==> src/rtl/ws2812_decoder.sv <==
// ws2812_decoder: WS2812 serial line decoder with pixel stream, frame buffer and error pulses.
module ws2812_decoder #(
   parameter int LENGTH       = 4,
   parameter int MIN_HIGH     = 5,
   parameter int BIT_THRESH   = 30,
   parameter int MAX_HIGH     = 60,
   parameter int LATCH_CYCLES = 2500
) (
   input  logic                  clk,
   input  logic                  reset,
   input  logic                  DI,
   output logic [23:0]           pixel_data,
   output logic                  pixel_valid,
   output logic [7:0]            pixel_index,
   output logic [LENGTH*24-1:0]  strip,
   output logic                  frame_done,
   output logic [7:0]            frame_pixels,
   output logic                  error
);
   typedef enum logic [1:0] {WAIT_LATCH, IDLE, HIGH, LOW} state_t;
   localparam logic [7:0]  MIN_H = 8'(MIN_HIGH);
   localparam logic [7:0]  THR_H = 8'(BIT_THRESH);
   localparam logic [7:0]  MAX_H = 8'(MAX_HIGH);
   localparam logic [11:0] LAT_L = 12'(LATCH_CYCLES);
   state_t                   state_q, state_d;
   logic                     di_m_q, di_m_d, din_s_q, din_s_d;
   logic [7:0]               hcnt_q, hcnt_d, pidx_q, pidx_d;
   logic [11:0]              lcnt_q, lcnt_d;
   logic [4:0]               bcnt_q, bcnt_d;
   logic [22:0]              shift_q, shift_d;
   logic [LENGTH-1:0][23:0]  shadow_q, shadow_d, strip_q, strip_d;
   logic [23:0]              pixel_data_q, pixel_data_d;
   logic [7:0]               pixel_index_q, pixel_index_d, frame_pixels_q, frame_pixels_d;
   logic                     pixel_valid_q, pixel_valid_d, frame_done_q, frame_done_d, error_q, error_d;
   logic [7:0]               hinc;
   logic [11:0]              linc;
   logic [23:0]              word;
   always_comb begin
      di_m_d         = DI;
      din_s_d        = di_m_q;
      state_d        = state_q;
      hcnt_d         = hcnt_q;
      lcnt_d         = lcnt_q;
      bcnt_d         = bcnt_q;
      shift_d        = shift_q;
      pidx_d         = pidx_q;
      shadow_d       = shadow_q;
      strip_d        = strip_q;
      pixel_data_d   = pixel_data_q;
      pixel_index_d  = pixel_index_q;
      frame_pixels_d = frame_pixels_q;
      pixel_valid_d  = 1'b0;
      frame_done_d   = 1'b0;
      error_d        = 1'b0;
      hinc           = hcnt_q + 8'd1;
      linc           = (lcnt_q == 12'hFFF) ? lcnt_q : lcnt_q + 12'd1;
      word           = {shift_q, hcnt_q >= THR_H};
      case (state_q)
         WAIT_LATCH: begin
            lcnt_d = din_s_q ? 12'd0 : linc;
            if (!din_s_q && linc >= LAT_L) begin
               state_d = IDLE;
               lcnt_d  = 12'd0;
            end
         end
         IDLE: begin
            if (din_s_q) begin
               state_d = HIGH;
               hcnt_d  = 8'd1;
               lcnt_d  = 12'd0;
            end
         end
         HIGH: begin
            if (din_s_q) begin
               hcnt_d = hinc;
               // Stuck line: drop the frame and roll the shadow back to the last shown strip
               if (hinc >= MAX_H) begin
                  error_d  = 1'b1;
                  state_d  = WAIT_LATCH;
                  hcnt_d   = 8'd0;
                  lcnt_d   = 12'd0;
                  bcnt_d   = 5'd0;
                  shift_d  = '0;
                  pidx_d   = 8'd0;
                  shadow_d = strip_q;
               end
            end else begin
               state_d = LOW;
               lcnt_d  = 12'd1;
               if (hcnt_q < MIN_H) begin
                  error_d = 1'b1;
               end else if (bcnt_q == 5'd23) begin
                  pixel_data_d  = word;
                  pixel_index_d = pidx_q;
                  pixel_valid_d = 1'b1;
                  for (int i = 0; i < LENGTH; i++)
                     if (pidx_q == 8'(i)) shadow_d[i] = word;
                  bcnt_d  = 5'd0;
                  shift_d = '0;
                  pidx_d  = (pidx_q == 8'hFF) ? pidx_q : pidx_q + 8'd1;
               end else begin
                  shift_d = word[22:0];
                  bcnt_d  = bcnt_q + 5'd1;
               end
            end
         end
         LOW: begin
            if (din_s_q) begin
               state_d = HIGH;
               hcnt_d  = 8'd1;
               lcnt_d  = 12'd0;
            end else begin
               lcnt_d = linc;
               if (linc >= LAT_L) begin
                  state_d        = IDLE;
                  lcnt_d         = 12'd0;
                  frame_done_d   = 1'b1;
                  strip_d        = shadow_q;
                  frame_pixels_d = pidx_q;
                  error_d        = bcnt_q != 5'd0;
                  bcnt_d         = 5'd0;
                  shift_d        = '0;
                  pidx_d         = 8'd0;
               end
            end
         end
         default: state_d = WAIT_LATCH;
      endcase
   end
   always_ff @(posedge clk) begin
      if (reset) begin
         state_q        <= WAIT_LATCH;
         di_m_q         <= 1'b0;
         din_s_q        <= 1'b0;
         hcnt_q         <= 8'd0;
         lcnt_q         <= 12'd0;
         bcnt_q         <= 5'd0;
         shift_q        <= '0;
         pidx_q         <= 8'd0;
         shadow_q       <= '0;
         strip_q        <= '0;
         pixel_data_q   <= 24'd0;
         pixel_index_q  <= 8'd0;
         frame_pixels_q <= 8'd0;
         pixel_valid_q  <= 1'b0;
         frame_done_q   <= 1'b0;
         error_q        <= 1'b0;
      end else begin
         state_q        <= state_d;
         di_m_q         <= di_m_d;
         din_s_q        <= din_s_d;
         hcnt_q         <= hcnt_d;
         lcnt_q         <= lcnt_d;
         bcnt_q         <= bcnt_d;
         shift_q        <= shift_d;
         pidx_q         <= pidx_d;
         shadow_q       <= shadow_d;
         strip_q        <= strip_d;
         pixel_data_q   <= pixel_data_d;
         pixel_index_q  <= pixel_index_d;
         frame_pixels_q <= frame_pixels_d;
         pixel_valid_q  <= pixel_valid_d;
         frame_done_q   <= frame_done_d;
         error_q        <= error_d;
      end
   end
   assign pixel_data   = pixel_data_q;
   assign pixel_valid  = pixel_valid_q;
   assign pixel_index  = pixel_index_q;
   assign strip        = strip_q;
   assign frame_done   = frame_done_q;
   assign frame_pixels = frame_pixels_q;
   assign error        = error_q;
endmodule

==> config.mk <==
export PLATFORM = sky130hd
export DESIGN_NAME = ws2812_decoder
export DESIGN_NICKNAME = d
export VERILOG_FILES = /design/src/rtl/ws2812_decoder.sv
export SDC_FILE = /design/constraint.sdc
export NUM_CORES = 1
export LEC_CHECK = 0
export CORE_MARGIN = 4
export CORE_UTILIZATION = 25
export DETAILED_ROUTE_END_ITERATION = 7
export PLACE_DENSITY = 0.44
export SYNTH_ARGS = -nofsm -noshare
export SYNTH_HDL_FRONTEND = slang
export SYNTH_SLANG_ARGS = --single-unit
==> constraint.sdc <==
create_clock -name clk -period 2.95 [get_ports clk]
set_input_delay 0.885 -clock clk [delete_from_list [all_inputs] [get_ports clk]]
set_output_delay 0.885 -clock clk [all_outputs]
set_load 0.02 [all_outputs]
==> results_dict.tcl <==
set metrics [dict create \
    min_from "di_m_q$_SDFF_PP0_" \
    finClkSkew_ns 0.0243 \
    crit_type "flop to flop" \
    wl_per_cell_um 17.8 \
    worstMarginPinSlew_ns 0.806 \
    die_x_um 230 \
    ys_warn_count 0 \
    cp_cell_sequence "ha_2, a41oi_1, a41oi_1, o21bai_1, a221o_2, nor4_4, buf_12, nor2_1, a211oi_1" \
    core_sq_um 49000 \
    whs_ns 0.437 \
    leakagePower_uw 0.00513 \
    worst_path_most_repeated_cell "a41oi_1" \
    vias 10200 \
    final_common_cell "dfxtp_1" \
    port_buffers 141 \
    place.gp.congestion 0.770 \
    final_cell_mix "dfxtp_1, nor2_1, a21oi_1" \
    swShare_pct 21.7 \
    cts_tree "done" \
    initial_core_util_pct 25.3 \
    drive_gt1_share_pct 12.4 \
    synth.avg_cell_area_sq_um 9.04 \
    endpoint_kind "flop" \
    overflow 0 \
    r2r_slack_ns 0.22 \
    hold_path_class "flop to flop" \
    dr.first_iter.drc_count 619 \
    hold_buffers 0 \
    cts_root_buf "clkbuf_16" \
    cpMaxStageDelayCell "a221o_2" \
    hold_viol_final 0 \
    min_period_ns 2.73 \
    grt_pass1_wl_mm 59.1 \
    ys_ff_latch 295 \
    synth_area_sq_um 12400 \
    cts_max_path_buffers 3 \
    die_area_sq_um 53100 \
    wl_mm 39.1 \
    status "finished, final reports clean" \
    path_clk_slew_ns 0.06 \
    r2r-start "hcnt_q[1]$_SDFFE_PP0P_" \
    htreeDepth 2 \
    ys_types 58 \
    crit_arrival_ns 3.18 \
    grt_max_degree 87 \
    clk_latency_ns 0.54 \
    antenna_found_initial 0 \
    avgViaCountPerCell 4.64 \
    switchingPower_uw 1920 \
    dp_hpwl_mm 25.6 \
    cellPowerDensity_nw_per_um2 552 \
    numCtsBuffers 36 \
    rows 81 \
    combPwrFrac_pct 1.9 \
    start_kind "flop" \
    layout.nets 1514 \
    max-cap-violations 0 \
    hold_path_depth 1 \
    drc 0 \
    synthFlopType "dfxtp_1" \
    finalCritPeriodShare_pct 92.7 \
    ant_nets 0 \
    diodes 0 \
    r2r.worst_path.cells 9 \
    pwr-share-seq_pct 45.2 \
    grt_pass1_vias 9661 \
    slew_viol_final 0 \
    holdPathEnd "din_s_q$_SDFF_PP0_" \
    ios 142 \
    fin_tns_setup_ns 0 \
    drtPass1Iterations 4 \
    cts.sinks 295 \
    p_int_uw 6930 \
    worst_r2r_endpoint "shadow_q[93]$_SDFFE_PP0P_" \
    clkPwrFrac_pct 52.9 \
    syn-num-nets 1382 \
    track_usage_pct 14.0 \
    cpPeakStageDelay_ns 0.47 \
    synth_edf_count 0 \
    setup_viol 0 \
    peakVddDrop_uv 311 \
    crit_fanout 47 \
    relSlewSlack_pct 46.3 \
    ys_async_sr_fraction_pct 0 \
    ys_seq_area_share_pct 47.7 \
    fmax_mhz 366 \
    syn_inst 1369 \
    cp.required_ns 3.40 \
    die_height_um 230 \
    area_growth_pct 29.6 \
]
[cells in the mapped netlist, drive strengths merged, types with 2 or more instances]
cell type  number  area [sq um]
nor3           11          55.1
nor3b           2          15.0
a31o            2          17.5
mux2i         112          1120
nand3          43           215
or3             5          31.3
nand2          99           372
a311oi          7          78.8
o21bai          2          15.0
nand4           6          43.8
and4            3          26.3
clkbuf         65           244
o211ai          5          42.5
a32oi           2          17.5
dfxtp         295          5910
nand2b         29           181
a21oi         178           891
a211oi         95           918
ha             10           125
a22oi           2          15.0
a31oi          10          62.6
o21ai           9          45.0
nor2b          27           169
o211a           2          20.0
a41oi           8          70.1
o21a            2          15.0
buf            43           342
and2           10          62.6
nor4            8          96.3
inv            19          71.3
o41ai           2          17.5
o311ai          3          26.3
nand3b          2          15.0
a21bo           2          20.0
nor2          231           867
and3            7          43.8
[layer usage]
metal / GRT usage (%) / part of all wire [%] / up-vias
met5: 0 / 0 / -
met4: 3.36 / 1.8 / 0
met2: 21.1 / 43 / 201
met1: 19.9 / 49 / 4848
met3: 4.08 / 5.9 / 43
li1: - / - / 5075
[worst max path at each step]
stage / from / end / slack [ns] / depth (start not counted)
global placement: hcnt_q[1]$_SDFFE_PP0P_ / shadow_q[24]$_SDFFE_PP0P_ / 0.12 / 9
CTS: hcnt_q[1]$_SDFFE_PP0P_ / shadow_q[24]$_SDFFE_PP0P_ / 0.09 / 9
finish: hcnt_q[1]$_SDFFE_PP0P_ / shadow_q[93]$_SDFFE_PP0P_ / 0.22 / 9
detailed placement: hcnt_q[1]$_SDFFE_PP0P_ / shadow_q[24]$_SDFFE_PP0P_ / 0.12 / 9
floorplan: lcnt_q[0]$_SDFFE_PP0P_ / strip[24]$_SDFFE_PP0P_ / 0.37 / 12
global route: hcnt_q[1]$_SDFFE_PP0P_ / shadow_q[91]$_SDFFE_PP0P_ / -0.0006 / 9
[state kept, by name, indices dropped and copies added, names as in the netlist]
name,count
bcnt_q,5
di_m_q,1
din_s_q,1
error,1
frame_done,1
frame_pixels,8
hcnt_q,8
lcnt_q,12
pidx_q,8
pixel_data,24
pixel_index,8
pixel_valid,1
shadow_q,96
shift_q,23
state_q,2
strip,96
[power by group through the flow]
stage | Combinational (uW) | Clock, uW | Sequential, uW
2_1_floorplan | 111 | 0 | 4080
3_3_place_gp | 169 | 0 | 4090
3_5_place_dp | 169 | 0 | 4090
4_1_cts | 169 | 4840 | 4000
5_1_grt | 183 | 5020 | 4000
6_report | 166 | 4680 | 4000
[timing repair]
item / 4_1_cts / 5_1_grt
endpoints found under the setup margin: 0 / 164
gates resized for setup: 0 / 7
setup buffers: 0 / 4
[logic make-up (layout without fill, tap and decap cells)]
logic type,count (synthesis),after routing,synth area share [%]
buffers and inverters,127,286,5.31
adder cells (fa/ha/maj),10,10,1.01
AO/OA/AOI/OAI,336,336,18.8
flip-flops,295,295,47.7
multiplexers,113,113,9.15
AND/OR/NAND/NOR,488,488,18.1
[area by class of cell]
type                            count  area [sq um]
Timing Repair Buffer              202          2100
Inverter                           19          71.3
Fill cell                        5022         32900
Multi-Input combinational cell    947          5860
Clock inverter                     12           143
Clock buffer                       53          1130
Tap cell                          664           831
Sequential cell                   295          5910
[worst max-delay path: cells and delay by family, from the launching register on]
family,cells,cell delay (ns)
fa+ha+maj,1,0.31
buf+inv,1,0.30
compound gates,5,1.14
flops,1,0.45
simple gates,2,0.41
[through the flow]
| step | setup WS (ns) | cells | utilization, % | cell area, sq um | total power (uW) |
|---|---|---|---|---|---|
| 2_1_floorplan | 0.368 | 1369 | - | 12400 | 4190 |
| 3_3_place_gp | 0.124 | 2120 | 30.0 | 14700 | 4250 |
| 3_5_place_dp | 0.115 | 2120 | 30.0 | 14700 | 4260 |
| 4_1_cts | 0.0940 | 2185 | 32.6 | 15900 | 9010 |
| 5_1_grt | -0.000581 | 2192 | 32.8 | 16000 | 9200 |
| 6_report | 0.216 | 2192 | 32.8 | 16000 | 8850 |
Power figures use the tool's default switching activity.
